[src/rtl/regfile_pkg.sv]
// Shared definitions for the decode-stage register file and its
// pending-write scoreboard: default geometry and width helpers.
package regfile_pkg;

    localparam int DATA_W_DEF   = 16;
    localparam int NUM_REGS_DEF = 8;

    // Width able to index n items; never below one bit.
    function automatic int clog2_safe(input int n);
        int w;
        w = 32'sd1;
        while ((32'sd1 << w) < n) begin
            w = w + 32'sd1;
        end
        return w;
    endfunction

    // Width of a counter that must hold every value 0..max_val.
    function automatic int cnt_width(input int max_val);
        return clog2_safe(max_val + 32'sd1);
    endfunction

endpackage

[src/rtl/regfile_scoreboard_if.sv]
// ID-stage bus of the register file: read ports, issue handshake,
// write-back, flush and the hazard outputs.
interface regfile_scoreboard_if
    import regfile_pkg::*;
#(
    parameter int DATA_W = DATA_W_DEF,
    parameter int ADDR_W = clog2_safe(NUM_REGS_DEF),
    parameter int NUM_RD = 2
);
    logic [NUM_RD-1:0]        rd_en;
    logic [NUM_RD*ADDR_W-1:0] rd_addr;
    logic [NUM_RD*DATA_W-1:0] rd_data;
    logic [NUM_RD-1:0]        rd_busy;
    logic                     iss_valid;
    logic [ADDR_W-1:0]        iss_dst;
    logic                     iss_ready;
    logic                     wb_en;
    logic [ADDR_W-1:0]        wb_addr;
    logic [DATA_W-1:0]        wb_data;
    logic                     flush;
    logic                     stall;
    logic                     sb_err;

    modport master (
        output rd_en, rd_addr, iss_valid, iss_dst, wb_en, wb_addr, wb_data, flush,
        input  rd_data, rd_busy, iss_ready, stall, sb_err
    );

    modport slave (
        input  rd_en, rd_addr, iss_valid, iss_dst, wb_en, wb_addr, wb_data, flush,
        output rd_data, rd_busy, iss_ready, stall, sb_err
    );
endinterface

[src/rtl/regfile_scoreboard_sb_counter.sv]
// Saturating up/down counter tracking outstanding writes to one register.
// Simultaneous inc and dec cancel; clr wins over both.
module sb_counter #(
    parameter int MAX = 3,
    parameter int W   = 2
) (
    input  logic         clk,
    input  logic         rst_n,
    input  logic         inc,
    input  logic         dec,
    input  logic         clr,
    output logic [W-1:0] cnt,
    output logic         full,
    output logic         zero
);
    logic [W-1:0] cnt_q;
    logic [W-1:0] cnt_d;

    // Next count: clear, saturating step up, or floored step down.
    always_comb begin
        cnt_d = cnt_q;
        if (clr) begin
            cnt_d = {W{1'b0}};
        end else if (inc && !dec && (cnt_q != W'(MAX))) begin
            cnt_d = cnt_q + W'(1);
        end else if (dec && !inc && (cnt_q != {W{1'b0}})) begin
            cnt_d = cnt_q - W'(1);
        end else begin
            cnt_d = cnt_q;
        end
    end

    // Count register.
    always_ff @(posedge clk or negedge rst_n) begin
        if (!rst_n) begin
            cnt_q <= {W{1'b0}};
        end else begin
            cnt_q <= cnt_d;
        end
    end

    assign cnt  = cnt_q;
    assign full = (cnt_q == W'(MAX));
    assign zero = (cnt_q == {W{1'b0}});
endmodule

[src/rtl/regfile_scoreboard.sv]
// Decode-stage register file: combinational read ports with write-back
// bypass, plus per-register pending-write counters driving stall.
module regfile_scoreboard
    import regfile_pkg::*;
#(
    parameter int DATA_W   = DATA_W_DEF,
    parameter int NUM_REGS = NUM_REGS_DEF,
    parameter int NUM_RD   = 2,
    parameter int MAX_PEND = 3,
    parameter int ZERO_REG = 0
) (
    input logic                 clk,
    input logic                 rst_n,
    regfile_scoreboard_if.slave bus
);
    localparam int ADDR_W = clog2_safe(NUM_REGS);
    localparam int PEND_W = cnt_width(MAX_PEND);

    logic [DATA_W-1:0]        regs_q [NUM_REGS];
    logic [DATA_W-1:0]        regs_d [NUM_REGS];
    logic                     sb_err_q;
    logic                     sb_err_d;
    logic [PEND_W-1:0]        pend_s [NUM_REGS];
    logic [NUM_REGS-1:0]      full_s;
    logic [NUM_REGS-1:0]      zero_s;
    logic [NUM_REGS-1:0]      inc_s;
    logic [NUM_REGS-1:0]      dec_s;
    logic [ADDR_W-1:0]        port_addr_s [NUM_RD];
    logic [NUM_RD*DATA_W-1:0] rd_data_s;
    logic [NUM_RD-1:0]        rd_busy_s;
    logic                     wr_ok_s;
    logic                     wb_tracked_s;
    logic                     iss_ready_s;

    // Write-back qualification, issue acceptance and error detection.
    always_comb begin
        wr_ok_s      = bus.wb_en && !((ZERO_REG != 0) && (bus.wb_addr == ADDR_W'(0)));
        wb_tracked_s = !zero_s[bus.wb_addr];
        // A full destination still accepts when this cycle's write-back retires one.
        iss_ready_s  = !(full_s[bus.iss_dst] &&
                         !(wr_ok_s && wb_tracked_s && (bus.wb_addr == bus.iss_dst)));
        if (wr_ok_s && !wb_tracked_s && !bus.flush) begin
            sb_err_d = 1'b1;
        end else begin
            sb_err_d = sb_err_q;
        end
    end

    // Array next state.
    always_comb begin
        regs_d = regs_q;
        if (wr_ok_s) begin
            regs_d[bus.wb_addr] = bus.wb_data;
        end else begin
            regs_d = regs_q;
        end
    end

    // Register array and sticky error flag.
    always_ff @(posedge clk or negedge rst_n) begin
        if (!rst_n) begin
            for (int r = 0; r < NUM_REGS; r++) begin
                regs_q[r] <= {DATA_W{1'b0}};
            end
            sb_err_q <= 1'b0;
        end else begin
            regs_q   <= regs_d;
            sb_err_q <= sb_err_d;
        end
    end

    for (genvar r = 0; r < NUM_REGS; r++) begin : g_pend
        localparam bit IS_ZERO = (ZERO_REG != 0) && (r == 0);
        assign inc_s[r] = bus.iss_valid && iss_ready_s && (bus.iss_dst == ADDR_W'(r)) && !IS_ZERO;
        assign dec_s[r] = wr_ok_s && (bus.wb_addr == ADDR_W'(r)) && !zero_s[r];

        sb_counter #(.MAX(MAX_PEND), .W(PEND_W)) u_cnt (
            .clk  (clk),
            .rst_n(rst_n),
            .inc  (inc_s[r]),
            .dec  (dec_s[r]),
            .clr  (bus.flush),
            .cnt  (pend_s[r]),
            .full (full_s[r]),
            .zero (zero_s[r])
        );
    end

    for (genvar i = 0; i < NUM_RD; i++) begin : g_port
        assign port_addr_s[i] = bus.rd_addr[i*ADDR_W +: ADDR_W];
    end

    // Read muxes; a bypass hit hides one pending write from the busy test.
    always_comb begin
        rd_data_s = {(NUM_RD*DATA_W){1'b0}};
        rd_busy_s = {NUM_RD{1'b0}};
        for (int i = 0; i < NUM_RD; i++) begin
            if ((ZERO_REG != 0) && (port_addr_s[i] == ADDR_W'(0))) begin
                rd_data_s[i*DATA_W +: DATA_W] = {DATA_W{1'b0}};
                rd_busy_s[i]                  = 1'b0;
            end else if (wr_ok_s && (bus.wb_addr == port_addr_s[i])) begin
                rd_data_s[i*DATA_W +: DATA_W] = bus.wb_data;
                rd_busy_s[i]                  = (pend_s[port_addr_s[i]] > PEND_W'(1));
            end else begin
                rd_data_s[i*DATA_W +: DATA_W] = regs_q[port_addr_s[i]];
                rd_busy_s[i]                  = (pend_s[port_addr_s[i]] != PEND_W'(0));
            end
        end
    end

    assign bus.rd_data   = rd_data_s;
    assign bus.rd_busy   = rd_busy_s;
    assign bus.iss_ready = iss_ready_s;
    assign bus.sb_err    = sb_err_q;
    assign bus.stall     = (|(bus.rd_en & rd_busy_s)) | (bus.iss_valid & ~iss_ready_s);
endmodule

[src/flat_wrapper.sv]
// flat-port wrapper written by rule: the top's interface ports become plain ports
module regfile_scoreboard_flat import regfile_pkg::*;
#(
    parameter int DATA_W   = DATA_W_DEF,
    parameter int NUM_REGS = NUM_REGS_DEF,
    parameter int NUM_RD   = 2,
    parameter int MAX_PEND = 3,
    parameter int ZERO_REG = 0
)
  (clk, rst_n, bus_rd_en, bus_rd_addr, bus_iss_valid, bus_iss_dst, bus_wb_en, bus_wb_addr, bus_wb_data, bus_flush, bus_rd_data, bus_rd_busy, bus_iss_ready, bus_stall, bus_sb_err);
  regfile_scoreboard_if #(.DATA_W(DATA_W), .ADDR_W(3), .NUM_RD(NUM_RD)) bus_i ();
  input logic clk;
  input logic rst_n;
  input wire logic [$bits(bus_i.rd_en)-1:0] bus_rd_en;
  input wire logic [$bits(bus_i.rd_addr)-1:0] bus_rd_addr;
  input wire logic [$bits(bus_i.iss_valid)-1:0] bus_iss_valid;
  input wire logic [$bits(bus_i.iss_dst)-1:0] bus_iss_dst;
  input wire logic [$bits(bus_i.wb_en)-1:0] bus_wb_en;
  input wire logic [$bits(bus_i.wb_addr)-1:0] bus_wb_addr;
  input wire logic [$bits(bus_i.wb_data)-1:0] bus_wb_data;
  input wire logic [$bits(bus_i.flush)-1:0] bus_flush;
  output wire logic [$bits(bus_i.rd_data)-1:0] bus_rd_data;
  output wire logic [$bits(bus_i.rd_busy)-1:0] bus_rd_busy;
  output wire logic [$bits(bus_i.iss_ready)-1:0] bus_iss_ready;
  output wire logic [$bits(bus_i.stall)-1:0] bus_stall;
  output wire logic [$bits(bus_i.sb_err)-1:0] bus_sb_err;
  assign bus_i.rd_en = bus_rd_en;
  assign bus_i.rd_addr = bus_rd_addr;
  assign bus_i.iss_valid = bus_iss_valid;
  assign bus_i.iss_dst = bus_iss_dst;
  assign bus_i.wb_en = bus_wb_en;
  assign bus_i.wb_addr = bus_wb_addr;
  assign bus_i.wb_data = bus_wb_data;
  assign bus_i.flush = bus_flush;
  assign bus_rd_data = bus_i.rd_data;
  assign bus_rd_busy = bus_i.rd_busy;
  assign bus_iss_ready = bus_i.iss_ready;
  assign bus_stall = bus_i.stall;
  assign bus_sb_err = bus_i.sb_err;
  regfile_scoreboard #(.DATA_W(DATA_W), .NUM_REGS(NUM_REGS), .NUM_RD(NUM_RD), .MAX_PEND(MAX_PEND), .ZERO_REG(ZERO_REG)) u_core (.clk(clk), .rst_n(rst_n), .bus(bus_i));
endmodule
[config.mk]
export PLATFORM = sky130hd
export DESIGN_NAME = regfile_scoreboard_flat
export DESIGN_NICKNAME = d
export VERILOG_FILES = /design/src/rtl/regfile_pkg.sv /design/src/rtl/regfile_scoreboard_if.sv /design/src/rtl/regfile_scoreboard_sb_counter.sv /design/src/rtl/regfile_scoreboard.sv /design/src/flat_wrapper.sv
export SDC_FILE = /design/constraint.sdc
export NUM_CORES = 1
export LEC_CHECK = 0
export CAP_MARGIN = 20
export CORE_MARGIN = 1.5
export CORE_UTILIZATION = 30
export CTS_CLUSTER_SIZE = 14
export DETAILED_ROUTE_END_ITERATION = 8
export SYNTH_ARGS = -nofsm -noshare
export SYNTH_HDL_FRONTEND = slang
export SYNTH_SLANG_ARGS = --single-unit
[constraint.sdc]
create_clock -name clk -period 4.9 [get_ports clk]
set_input_delay 0.98 -clock clk [delete_from_list [all_inputs] [get_ports clk]]
set_output_delay 0.98 -clock clk [all_outputs]
set_load 0.01 [all_outputs]
# [After elaboration in Yosys (flattened, before gate mapping)]
# Index checks and enable logic that the tools add are counted.
[op_classes] shifts=0 n_div=0 mux=47 add_sub_neg=16 n_bitwise=6 magnitude_cmp=8 n_eq_ne=33 mul=0 reduce_logical=122
[op_table] operator="$bwmux W128" count=1
[op_table] operator="$mux W16" count=7
[op_table] operator="$bmux W16 S3" count=2
[op_table] operator="$logic_and A1 B1 Y1" count=65
[op_table] operator="$mux W2" count=28
[op_table] operator="$demux W16 S3" count=1
[op_table] operator="$logic_not A1 Y1" count=28
[op_table] operator="$eq A3 B3 Y1 const B" count=8
[op_table] operator="$reduce_bool A3 Y1" count=8
[op_table] operator="$reduce_bool A2 Y1" count=10
[op_table] operator="$add A2 B1 Y2 const B" count=8
[op_table] operator="$eq A2 B2 Y1 const B" count=8
[op_table] operator="$logic_not A2 Y1" count=8
[op_table] operator="$ne A2 B2 Y1 const B" count=8
[op_table] operator="$sub A2 B1 Y2 const B" count=8
[op_table] operator="$bmux W2 S3" count=2
[op_table] operator="$eq A3 B2 Y1 const B" count=4
[op_table] operator="$ge A4 B4 Y1 const B" count=3
[op_table] operator="$not A3 Y4" count=3
[op_table] operator="$eq A3 B3 Y1" count=3
[op_table] operator="$lt A3 B4 Y1 const B" count=2
[op_table] operator="$bmux W1 S3" count=2
[op_table] operator="$eq A3 B1 Y1 const B" count=2
[op_table] operator="$logic_not A3 Y1" count=2
[op_table] operator="7 further kinds" count=11
[totals] reg_bits=145 latch_bits=0 memories=0 inputBits=35 output_inout_bits=37 mem_bits_rw=0 mem_bits_ro=0

# [Depth between registers and ports, before layout]
[logic_depth] depth_word=17 depth_mapped=8 depth_no_buf=6

# [Modules after synthesis]
# Synthesis repeated with hierarchy kept, for this count alone.
[hier_totals] hier_cells=672 hier_area_um2=8972.4
[by_module_without_submodules] module="regfile_scoreboard" cells_per_inst=560 seq_area_each_um2=3228.1 instances=1 area_per_inst_um2=7921.3
[by_module_without_submodules] module="sb_counter" cells_per_inst=14 seq_area_each_um2=50.0 instances=8 area_per_inst_um2=131.4

# [Least setup slack after synthesis]
# OpenSTA, ideal clock, no wires.
[synth_timing] path_type="input to output" startpoint="in bus_rd_addr[1]" endpoint="out bus_stall" required_time_ps=3920 stages=6 slack_ps=1418 n_path_buf=1 t_arrival_ps=2502 cell_sequence="clkbuf_1 -> mux4_2 -> a211oi_1 -> a21oi_1 -> a22oi_1 -> o21ai_0"
[synth_via] elab_chain_len=9 word_cells_on_any_way=12
[synth_lines] element="start: declaration" line="flat_wrapper.sv:15" source="input wire logic [$bits(bus_i.rd_addr)-1:0] bus_rd_addr;"
[synth_lines] element="$not A3 Y4 (implied by the code)" line="regfile_scoreboard.sv:103, regfile_scoreboard.sv:106"
[synth_lines] element="$bmux W2 S3" line="regfile_scoreboard.sv:103, regfile_scoreboard.sv:106"
[synth_lines] element="$mux W2 (implied by the code) (2 in series)" line="regfile_scoreboard.sv:103, regfile_scoreboard.sv:106"
[synth_lines] element="$gt A2 B1 Y1 / $reduce_bool A2 Y1 (equally long branches)" line="regfile_scoreboard.sv:103, regfile_scoreboard.sv:106"
[synth_lines] element="$mux W1 *" line="regfile_scoreboard.sv:101" source="end else if (wr_ok_s && (bus.wb_addr == port_addr_s[i])) begin"
[synth_lines] element="named net bus_rd_busy[0]" line="flat_wrapper.sv:23" source="output wire logic [$bits(bus_i.rd_busy)-1:0] bus_rd_busy;"
[synth_lines] element="$and A2 B2 Y2 *" line="regfile_scoreboard.sv:115" source="assign bus.stall = (|(bus.rd_en & rd_busy_s)) | (bus.iss_valid & ~iss_ready_s);"
[synth_lines] element="$reduce_or A2 Y1 *" line="regfile_scoreboard.sv:115"
[synth_lines] element="$or A1 B1 Y1 *" line="regfile_scoreboard.sv:115"
[synth_lines] element="end: declaration" line="flat_wrapper.sv:25" source="output wire logic [$bits(bus_i.stall)-1:0] bus_stall;"
# Mark *: on every way through the listed nets, which the timed path passes. The rest lies on a longest branch. The select of a mux whose other input is x is not followed.

# [Worst setup path in the final report]
[layout_timing] startpoint="in bus_wb_addr[1]" endpoint="out bus_iss_ready"
[layout_via] elab_chain_len=8 word_cells_on_any_way=9
[layout_lines] element="start: declaration" line="flat_wrapper.sv:19" source="input wire logic [$bits(bus_i.wb_addr)-1:0] bus_wb_addr;"
[layout_lines] element="$bmux W1 S3" line="regfile_scoreboard.sv:38" source="wb_tracked_s = !zero_s[bus.wb_addr];"
[layout_lines] element="$mux W1 (implied by the code)" line="regfile_scoreboard.sv:38"
[layout_lines] element="$logic_not A1 Y1" line="regfile_scoreboard.sv:38"
[layout_lines] element="$logic_and A1 B1 Y1" line="regfile_scoreboard.sv:41" source="!(wr_ok_s && wb_tracked_s && (bus.wb_addr == bus.iss_dst)));"
[layout_lines] element="$logic_and A1 B1 Y1 *" line="regfile_scoreboard.sv:41"
[layout_lines] element="$logic_not A1 Y1 *" line="regfile_scoreboard.sv:41"
[layout_lines] element="$logic_and A1 B1 Y1 *" line="regfile_scoreboard.sv:40" source="iss_ready_s = !(full_s[bus.iss_dst] &&"
[layout_lines] element="$logic_not A1 Y1 *" line="regfile_scoreboard.sv:40"
[layout_lines] element="end: declaration" line="flat_wrapper.sv:24" source="output wire logic [$bits(bus_i.iss_ready)-1:0] bus_iss_ready;"
# Mark *: on every way between the ends. The rest lies on a longest branch, timed or not. The select of a mux whose other input is x is not followed.

==> impl_results.md <==
- Outcome: finished clean
- Final hold violations: 0
- Most frequent cells in the layout: 145 x dfrtp_1, 128 x mux2_2, 72 x mux4_2
- Critical Path AT: between 3 and 4 ns
- Power Density: ~390 nW/um2
- Critical path, cell by cell: clkdlybuf4s50_1 > buf_4 > nor3_1 > o21ai_0 > a22oi_1 > o21ai_2 > buf_4 > clkdlybuf4s50_1
- # DRC: 0
- Mapped Cells: around 660
- H-tree Lvls: 4
- Port bufs: 71
- Sequential area share after synthesis: 0.4245
- Resize count post-CTS: 0
- Cts-stage hold buffer count: 0
- Initial Util: 0.3060
- Setup TNS: 0 ns
- Area grow syn2layout: 20.61%
- Total grt overflow: 0
- Global placer's final weighted congestion: 0.8224
- GRT Total Usage: 0.1580
- Asr flop ratio synth: 1.000
- Slew Viols, Final: 0
- Std-Cell Rows: 61
- FF+latch count, synth: 145
- Fin worst setup slack: 0.5198 ns
- Peak VDD IR: 0.1689 mV
- Mean Syn Cell Area: ~13 um2
- Critical Path Sink Type: primary output
- Core region area: approximately 28,000 um2
- DRT antenna net count: 0
- Dpl hpwl: 14,350 um
- Number of max-cap violations: 0
- CTS Root Cell: clkbuf_16
- Share of layout cells above drive strength 1: 0.3743
- Worst endpoint required time: 3.92 ns
- Largest net degree at the start of global routing: 67
- CTS sink cnt: roughly 150
- Number of synthesis warnings: 0
- Die Ht: 171.8 um
- Fmax: between 0.2 and 0.25 GHz
- Unique masters post-synth: 44
- Crit Path Max Fanout: 25
- Vias/cell: about 5.2
- CP max stage delay: 0.74 ns
- Vias in the first global route: between 5k and 6k
- Max-Slew Margin vs Limit: 0.5243
- Clk buf depth: 2
- Final WL: about 22,000 um
- Clock Pin Slew Worst Setup and Hold Paths: 0.06 ns
- Setup Buffers After CTS: 0
- Dpl ws: 0.5548 ns
- CTS tree: done
- Post-Syn Nets: 698
- Initial drt markers: between 300 and 400
- Primary FF master, synth: dfrtp_1
- RSZ-0062 raised after global routing: false
- Top Ports: 72
- First-pass DRT Iterations: 5
- Initial antenna violation count: 0
- Final setup fails: 0
- # diodes: 0
- HP Class: reg2reg
- Routed len/inst: just under 20 um
- CTS buffer count: 17
- Min Tclk post-route: 4.380 ns
- Post-layout util: 0.3691
- Commonest non-fill, non-tap cell in the layout: dfrtp_1
- Mapped Area: 8548 um2
- Chip Width: 171.8 um
- Least-Margin Pin Slew: just over 0.7 ns
- Final period util: 0.8939
- Post-Route Skew: 0.002697 ns
- Worst-Skew Late Latency: 0.42 ns
- Crit path max-delay cell type: clkdlybuf4s50_1
- Leakage power: 4.075 nW
- CP Launch Type: input port
- Number of synthesized flops with an enable pin: 0
- Nets@finish: 754
- Die Footprint: 29,520 um2
- Vias: ~5.8k
- Setup Crit Path Kind: in2out
- First-pass GRT wire length: 34,660 um
==> area by class of cell <==
type	count	area [um2]
clock buffer	17	425.4
clock inverter	15	207.7
fill	2730	17620
multi-input combinational	449	4631
inverter	6	22.52
tap	378	473.0
sequential	145	3628
timing repair buffer	100	922.1
==> synthesized netlist by cell type, types with 3 or more instances <==
cell type,n,share of area
nand2b_1,8,0.0059
nor3b_1,4,0.0035
inv_1,6,0.0026
buf_1,20,0.0088
a21oi_1,51,0.030
o211ai_1,6,0.0053
clkbuf_1,16,0.0070
nor2_1,50,0.022
buf_2,25,0.015
nand4_1,5,0.0037
dfrtp_1,145,0.42
nor4b_1,4,0.0041
nor2b_1,7,0.0051
a21o_1,3,0.0026
mux4_2,72,0.19
nand3_1,5,0.0029
mux2_2,128,0.17
a211oi_1,5,0.0044
o21ai_0,8,0.0047
mux2i_1,33,0.039
and2_1,5,0.0037
xnor2_1,9,0.0092
nor3_1,9,0.0053
nand2_1,13,0.0057
==> flip-flops by register name, indices dropped and copies added (netlist names) <==
| register | cells |
|---|---|
| u_core.regs_q | 128 |
| u_core.g_pend.u_cnt.cnt | 16 |
| u_core.bus.sb_err | 1 |
==> stage by stage <==
| step | hold WS [ns] | power, W | instance area (um2) | cells |
|---|---|---|---|---|
| after floorplan | 0.4911 | 0.002253 | 8548 | 663 |
| after global placement | 0.5017 | 0.002614 | 9677 | 1078 |
| after detailed placement | 0.4880 | 0.002642 | 9677 | 1078 |
| after global routing | 0.5311 | 0.004216 | 10310 | 1110 |
| final | 0.5042 | 0.004014 | 10310 | 1110 |
| after CTS | 0.5146 | 0.004055 | 10310 | 1110 |
==> critical path: cells and delay by family <==
family / cells / cell delay (ns)
compound gates: 3 / 0.49
buf+inv: 4 / 1.86
simple gates: 1 / 0.07
==> cells by family after synthesis <==
| family | Yosys count | share of synthesized area |
|---|---|---|
| AOI/OAI and AO/OA | 89 | 0.06206 |
| xor gates and xnor gates | 9 | 0.009222 |
| buffers and inverters | 69 | 0.03528 |
| DFF | 145 | 0.4245 |
| muxes | 233 | 0.3970 |
| and+or+nand+nor | 118 | 0.07201 |
==> per-layer routing <==
layer  vias up  GRT usage  routed length, um
met2       126     0.2573              10740
met1      2993     0.2106               9814
li1       2629          -                  -
met4         0    0.05558                399
met5         -          0                  0
met3        29    0.02899                902
==> power by group <==
| group | switching [W] | total (W) | internal (W) |
|---|---|---|---|
| clock | 0.000541 | 0.00140 | 0.000859 |
| sequential | 0.000162 | 0.00160 | 0.00143 |
| combinational | 0.000384 | 0.00102 | 0.000634 |
| total | 0.00109 | 0.00401 | 0.00293 |
==> path summary, 6_finish.rpt <==
kind | startpoint | end | slack, ns | cells past startpoint
max | bus_wb_addr[1] | bus_iss_ready | 0.52 | 8
min | u_core.bus.sb_err | u_core.bus.sb_err | 0.50 | 1
max reg2reg | u_core.g_pend[0].u_cnt.cnt[1] | u_core.g_pend[0].u_cnt.cnt[0] | 2.86 | 7
min reg2reg | u_core.bus.sb_err | u_core.bus.sb_err | 0.50 | 1
max in group asynchronous | rst_n | u_core.regs_q[99] | 3.35 | 2
min in group asynchronous | rst_n | u_core.g_pend[0].u_cnt.cnt[0] | 0.54 | 1
No activity file was read; power rests on OpenSTA's default activity.
